===== src/rtl/pool_stream.sv =====
// Streaming pooling unit: reduces every WIN valid samples to one max/average value and
// packs LANES pooled values into a vector, pulsing out_valid when the vector completes.
module pool_stream #(
  parameter int unsigned DATA_W = 8,
  parameter int unsigned WIN    = 4,
  parameter int unsigned LANES  = 4
) (
  input  logic                          clk,
  input  logic                          rst_n,
  input  logic                          in_valid,
  input  logic [DATA_W-1:0]             in_data,
  input  logic                          mode,
  input  logic                          flush,
  output logic [LANES-1:0][DATA_W-1:0]  pooled_out,
  output logic                          out_valid,
  output logic                          busy
);

  localparam int unsigned ShiftW = $clog2(WIN);
  localparam int unsigned AccW   = DATA_W + ShiftW;
  localparam int unsigned CntW   = (ShiftW > 0) ? ShiftW : 1;
  localparam int unsigned LaneW  = (LANES > 1) ? $clog2(LANES) : 1;

  localparam logic [CntW-1:0]  CntMax  = CntW'(WIN - 1);
  localparam logic [LaneW-1:0] LaneMax = LaneW'(LANES - 1);

  logic [CntW-1:0]                 cnt_q, cnt_d;
  logic [LaneW-1:0]                lane_q, lane_d;
  logic [AccW-1:0]                 acc_q, acc_d;
  logic                            mode_q, mode_d;
  logic [LANES-1:0][DATA_W-1:0]    stage_q, stage_d;
  logic [LANES-1:0][DATA_W-1:0]    pooled_q, pooled_d;
  logic                            valid_q, valid_d;

  logic [AccW-1:0]   in_ext;
  logic [AccW-1:0]   win_sum;
  logic [AccW-1:0]   win_max;
  logic [DATA_W-1:0] win_avg;
  logic [DATA_W-1:0] win_res;

  assign in_ext  = AccW'(in_data);
  assign win_sum = acc_q + in_ext;
  assign win_max = (acc_q > in_ext) ? acc_q : in_ext;
  // Sum of WIN DATA_W-bit samples fits AccW, so the shift truncates without overflow.
  assign win_avg = DATA_W'(win_sum >> ShiftW);
  assign win_res = mode_q ? win_avg : win_max[DATA_W-1:0];

  always_comb begin
    cnt_d    = cnt_q;
    lane_d   = lane_q;
    acc_d    = acc_q;
    mode_d   = mode_q;
    stage_d  = stage_q;
    pooled_d = pooled_q;
    valid_d  = 1'b0;

    if (flush) begin
      cnt_d   = '0;
      lane_d  = '0;
      stage_d = '0;
    end else if (in_valid) begin
      if (cnt_q == '0) begin
        acc_d  = in_ext;
        mode_d = mode;
      end else begin
        acc_d = mode_q ? win_sum : win_max;
      end

      if (cnt_q == CntMax) begin
        cnt_d           = '0;
        stage_d[lane_q] = win_res;
        if (lane_q == LaneMax) begin
          pooled_d = stage_d;
          valid_d  = 1'b1;
          lane_d   = '0;
        end else begin
          lane_d = lane_q + 1'b1;
        end
      end else begin
        cnt_d = cnt_q + 1'b1;
      end
    end
  end

  always_ff @(posedge clk or negedge rst_n) begin
    if (!rst_n) begin
      cnt_q    <= '0;
      lane_q   <= '0;
      acc_q    <= '0;
      mode_q   <= 1'b0;
      stage_q  <= '0;
      pooled_q <= '0;
      valid_q  <= 1'b0;
    end else begin
      cnt_q    <= cnt_d;
      lane_q   <= lane_d;
      acc_q    <= acc_d;
      mode_q   <= mode_d;
      stage_q  <= stage_d;
      pooled_q <= pooled_d;
      valid_q  <= valid_d;
    end
  end

  assign pooled_out = pooled_q;
  assign out_valid  = valid_q;
  assign busy       = (cnt_q != '0) || (lane_q != '0);

endmodule


===== config.mk =====
export PLATFORM = sky130hd
export DESIGN_NAME = pool_stream
export DESIGN_NICKNAME = d
export VERILOG_FILES = /design/src/rtl/pool_stream.sv
export SDC_FILE = /design/constraint.sdc
export NUM_CORES = 1
export LEC_CHECK = 0
export BUFFER_PORTS_ARGS = -buffer_cell sky130_fd_sc_hd__buf_2
export CORE_ASPECT_RATIO = 1.1
export CORE_UTILIZATION = 59
export CTS_CLUSTER_SIZE = 20
export DETAILED_ROUTE_END_ITERATION = 8
export GPL_TIMING_DRIVEN = 0
export PLACE_DENSITY = 0.8
export SYNTH_ARGS = -nofsm -noshare
export SYNTH_HDL_FRONTEND = slang
export SYNTH_SLANG_ARGS = --single-unit

===== constraint.sdc =====
create_clock -name clk -period 3.31 [get_ports clk]
set_input_delay 0.1655 -clock clk [delete_from_list [all_inputs] [get_ports clk]]
set_output_delay 0.1655 -clock clk [all_outputs]
set_load 0.1 [all_outputs]

Word-level counts from Yosys, hierarchy flattened
Cells that the tools add are included.
{ "classes": {"magnitude_cmp": 3, "reduce_logical": 12, "bitwise_logic": 1, "eq_ne": 3, "muxes": 21, "n_addsub": 3} }
{ "ops": {"columns": ["operator", "count"], "rows": [
  ["$mux 32", 3],
  ["$bwmux 32", 1],
  ["$mux 10", 3],
  ["$demux 8 s2", 1],
  ["$mux 8", 2],
  ["$mux 2", 7],
  ["$add 10x8->10", 1],
  ["$gt 10x8->1", 1],
  ["$reduce_bool 2->1", 4],
  ["$reduce_and 3->1", 2],
  ["$add 2x1->2 const B", 2],
  ["$eq 2x2->1 const B", 2],
  ["$mux 1", 4],
  ["$reduce_and 2->1", 2],
  ["$reduce_and 4->1", 1],
  ["$lt 2x3->1 const B", 1],
  ["$ne 3x2->1 const B", 1],
  ["$ge 2x1->1 const B", 1],
  ["$logic_not 2->1", 1],
  ["$logic_and 1x1->1", 1],
  ["$logic_or 1x1->1", 1],
  ["$not 1->1", 1]
]} }
{ "totals": {"register_bits": 80, "output_inout_bits": 34} }

Depth between registers and ports, before layout
{ "depth": {"word_depth": 8, "depth_mapped": 11, "depth_no_buf": 9} }

Least setup slack after synthesis
No wires, ideal clock.
{ "synth_path": {"path_kind": "flip-flop to flip-flop", "from": "register acc_q[7]", "to": "register stage_q[3] (netlist bit)", "arrival_ps": 2329, "stages_incl_launch_ff": 11, "path_slack_ps": 859, "synth_period_minus_slack_ps": 2451, "n_path_buf": 3, "path_cell_list": "dfrtp_1 ha_1 buf_6 a2111oi_4 a21boi_2 a41oi_2 and2_1 buf_6 buf_12 mux2i_4 a32o_1"} }
{ "synth_via": {"elab_chain_len": 7} }
{ "synth_lines": {"columns": ["item", "line", "text"], "rows": [
  ["start, declared", "29", "logic [AccW-1:0] acc_q, acc_d;"],
  ["start signal, assigned", "89", "acc_q <= '0;"],
  ["start signal, assigned", "97", "acc_q <= acc_d;"],
  ["$gt 10x8->1", "43", "assign win_max = (acc_q > in_ext) ? acc_q : in_ext;"],
  ["$mux 10", "43", null],
  ["$mux 8", "46", "assign win_res = mode_q ? win_avg : win_max[DATA_W-1:0];"],
  ["$bwmux 32", "71", "stage_d[lane_q] = win_res;"],
  ["$mux 32", "69", "if (cnt_q == CntMax) begin"],
  ["$mux 32", "61", "end else if (in_valid) begin"],
  ["$mux 32", "57", "if (flush) begin"],
  ["end signal, assigned", "99", "stage_q <= stage_d;"],
  ["end, declared", "31", "logic [LANES-1:0][DATA_W-1:0] stage_q, stage_d;"]
]} }
Every way passes these cells. The select of a mux whose other input is x is not followed.
A chain may end at the register's enable or synchronous reset.

Worst setup path in the final report
{ "layout_path": {"from": "register acc_q[7]", "to": "register stage_q[17] (netlist bit)"} }
Same word-level chain as after synthesis.

==> summary.md <==
| Metric | Value |
|---|---|
| Status | `finished clean` |
| Syn nets | `484` |
| Area enclosed by the die boundary | `0.00762 mm²` |
| Max-slew violation total from the final report | `0` |
| TritonCTS Sinks | `72` |
| Floorplan die height | `91.5 µm` |
| Peak supply drop | `0.472 mV` |
| Worst setup path end | `stage_q[17]` |
| Area after DPL | `0.00462 mm²` |
| Final worst-path cycle share | `0.857` |
| CTS root buf | `clkbuf_8` |
| Nature of the critical path endpoint | `register` |
| Count of flip-flops with a built-in enable after synthesis | `0` |
| Synthesis-to-finish area growth | `13.6%` |
| Die outline width | `83.3 µm` |
| Startpoint of the worst setup timing path | `acc_q[7]` |
| Category of the worst setup path launch point | `register` |
| CP Data Required Time | `3500 ps` |
| Maximum number of pins on one net before global-route repair | `73` |
| Gate count after technology mapping | `448` |
| Crit path DAT | `3030 ps` |
| Reg-to-reg slack, setup | `470 ps` |
| I/O pin total | `47` |
| Finish-stage setup viols | `0` |
| Core Area | `0.00705 mm²` |
| Max FO, Critical Path | `8` |
| Static Leakage | `2.32 nW` |
| Hold Fails Final Rpt | `0` |
| Setup repair after global routing missed its margin | `false` |
| Via count normalized by instance count | `6.42` |
| Clock period minus worst slack | `2840 ps` |
| Sequential fraction of the synthesis area | `0.420` |
| Num rows | `32` |
| Cts bufs inserted | `9` |
| Post-Syn Area per Cell | `9.59 µm²` |
| Reg2reg start | `acc_q[7]` |
| Clock latency on the worst-skew pair | `350 ps` |
| Port Buffer Count | `44` |
| Hpwl dp | `8160 µm` |
| Clock slew at the register clock pins of the worst setup and hold paths | `70 ps` |
| Count of unique library cells instantiated by Yosys | `56` |
| Maximum buffer depth of the clock tree | `2` |
| Total Power | `2.83 mW` |
| Final cell area excluding filler cells | `0.00488 mm²` |
| H-tree lvl count | `3` |
| Setup skew after layout | `10.7 ps` |
| Vias in the first global route | `3775` |
| Ys Warns | `0` |
| Headroom to the max-slew limit | `0.356` |
| Number of antenna cells inserted | `0` |
| Maximum capacitance violations | `0` |
| Post-route setup TNS | `0 ps` |
| Maximum achievable frequency | `352 MHz` |
| Number of filler cells placed in the layout | `558` |
| Overall routing resource usage | `0.308` |
| Post-synthesis sequential element count | `72` |
| DR iter-0 viols | `333` |
| Type of the worst setup path | `reg2reg` |
| Async set-or-reset flop fraction in the synthesized netlist | `1.00` |
| Slew at the pin with the worst max-slew slack | `962 ps` |
| PD cells | `581 mW/mm²` |
| Initial cell density of the core | `0.609` |
| Count of cells along the worst register-to-register path | `7` |
| Final routed DRC violation total | `0` |
| Fraction of layout cells with a size suffix above 1 | `0.167` |
| Count of nets after finishing | `540` |
| Top FF cell, synth | `dfrtp_1` |
| Number of vias in the routed layout | `3814` |
| Hold WC Path Type | `in2reg` |
| Overall routed net length | `11400 µm` |
| Clock tree from TritonCTS | `built` |
| Global-route wire length before repair | `18400 µm` |
| Number of antenna violations at the first check in global routing | `0` |
| Terminus of the critical flop-to-flop path | `stage_q[17]` |
| First-pass iteration count of the detailed router | `6` |
| Cell area after technology mapping | `0.00429 mm²` |
| Remaining antenna violation count | `0` |
| Routed length per instance | `19.1 µm` |
| Overall overflow remaining after global route | `0` |
| Final weighted congestion in routability-driven placement | `0.874` |
| Cells resized by post-CTS repair | `0` |
routing by layer:
metal  wire length, µm  vias up  share of wire  track usage
li1                  -     1745              -            -
met4               185        0          0.016        0.138
met2              5800      180           0.51        0.518
met3               772       21          0.068       0.0473
met5                 0        -              0            0
met1              4610     1868           0.41        0.394
flip-flops by register name, indices dropped and copies added, names as in the netlist, named ones only:
signal and flops:
stage_q 24, lane_q 2, pooled_out 32, out_valid 1
cnt_q 2, mode_q 1, acc_q 8
worst max-delay path: stages, from the launching register on:
cell and delay (ps):
dfrtp_1 430, ha_1 300, buf_6 150, a2111oi_4 360, o2111ai_1 370, and3_1 300, o21ai_1 540, o21ai_0 230
cell families (layout without fill, tap and decap cells):
family	Yosys count	in the layout	share of synthesized area
AO/OA/AOI/OAI	145	145	0.241
XOR/XNOR	7	7	0.0143
adder cells (fa/ha/maj)	23	23	0.0688
buffers and inverters	52	113	0.0533
flip-flops	72	72	0.420
multiplexers	11	11	0.0390
AND/OR/NAND/NOR	138	138	0.164
report_power, final:
part	switching, mW	internal [mW]	total (mW)
clock	0.335	0.522	0.857
sequential	0.0479	0.915	0.963
combinational	0.650	0.364	1.01
total	1.03	1.80	2.83
per-stage QoR:
step,utilization,setup slack (ps),hold WS [ps],instances
4_1_cts,0.692,541,60.9,594
6_report,0.692,472,63.2,594
3_3_place_gp,0.656,636,419,577
2_1_floorplan,-,859,-130,448
3_5_place_dp,0.656,566,346,577
5_1_grt,0.692,292,59.4,594
layout by cell type, fill, tap and decap left out, types with 6 or more instances in the layout:
cell type  synthesis  final
dfrtp_1           72     72
buf_2              2     45
a21oi_1           37     37
nor2_1            35     35
nand2_1           31     31
o21ai_0           27     27
clkbuf_1          21     22
ha_1              22     22
inv_1             20     20
o31ai_1           16     16
a32o_1            15     15
nand3_1           13     13
nor3b_1           13     13
a22oi_1           10     10
or3_1             10     10
clkbuf_8           0     10
and3_1             7      7
a31oi_1            7      7
xor2_1             6      6
area by class of cell:
class	count	area, µm²	area share
Buffer	31	150	0.0308
Tap cell	85	106	0.0218
Multi-Input combinational cell	324	2260	0.464
Timing Repair Buffer	45	233	0.0477
Clock buffer	11	141	0.0290
Inverter	21	78.8	0.0162
Sequential cell	72	1800	0.369
Clock inverter	5	104	0.0213
Yosys cell counts (3+ instances only):
| library cell | count | share of area |
|---|---|---|
| o31ai_1 | 16 | 0.028 |
| o21ai_0 | 27 | 0.031 |
| buf_1 | 5 | 0.0044 |
| nor3b_1 | 13 | 0.023 |
| a31oi_1 | 7 | 0.010 |
| a32o_1 | 15 | 0.035 |
| nor2_1 | 35 | 0.031 |
| a22oi_1 | 10 | 0.017 |
| a41o_1 | 3 | 0.0070 |
| nor3_1 | 5 | 0.0058 |
| dfrtp_1 | 72 | 0.42 |
| or3_1 | 10 | 0.015 |
| nor2b_1 | 5 | 0.0073 |
| and2_1 | 5 | 0.0073 |
| mux2_4 | 4 | 0.014 |
| xor2_1 | 6 | 0.012 |
| inv_1 | 20 | 0.017 |
| a21oi_1 | 37 | 0.043 |
| nand3_1 | 13 | 0.015 |
| nand2b_1 | 5 | 0.0073 |
| and3_1 | 7 | 0.010 |
| nand3b_1 | 4 | 0.0070 |
| ha_1 | 22 | 0.064 |
| mux2i_4 | 3 | 0.016 |
| nand2_1 | 31 | 0.027 |
| clkbuf_1 | 21 | 0.018 |
| o21ai_2 | 4 | 0.0082 |
| mux2i_1 | 4 | 0.0093 |
| a31o_2 | 3 | 0.0061 |
timing repair:
| item | 4_1_cts | 5_1_grt |
|---|---|---|
| endpoints found under the hold margin | 69 | 0 |
| setup buffers | 0 | 0 |
| hold buffers | 1 | 0 |
| setup endpoints to repair | 0 | 0 |
how the worst min path moves through the flow:
stage	startpoint	endpoint	slack, ps	cells after the start
6_report	mode	mode_q	60	2
5_1_grt	mode	mode_q	60	2
4_1_cts	mode	mode_q	60	2
3_5_place_dp	rst_n	pooled_out[27]	350	1
3_3_place_gp	mode	mode_q	420	2
2_1_floorplan	rst_n	async pin	-130	0
Power figures use the tool's default switching activity.
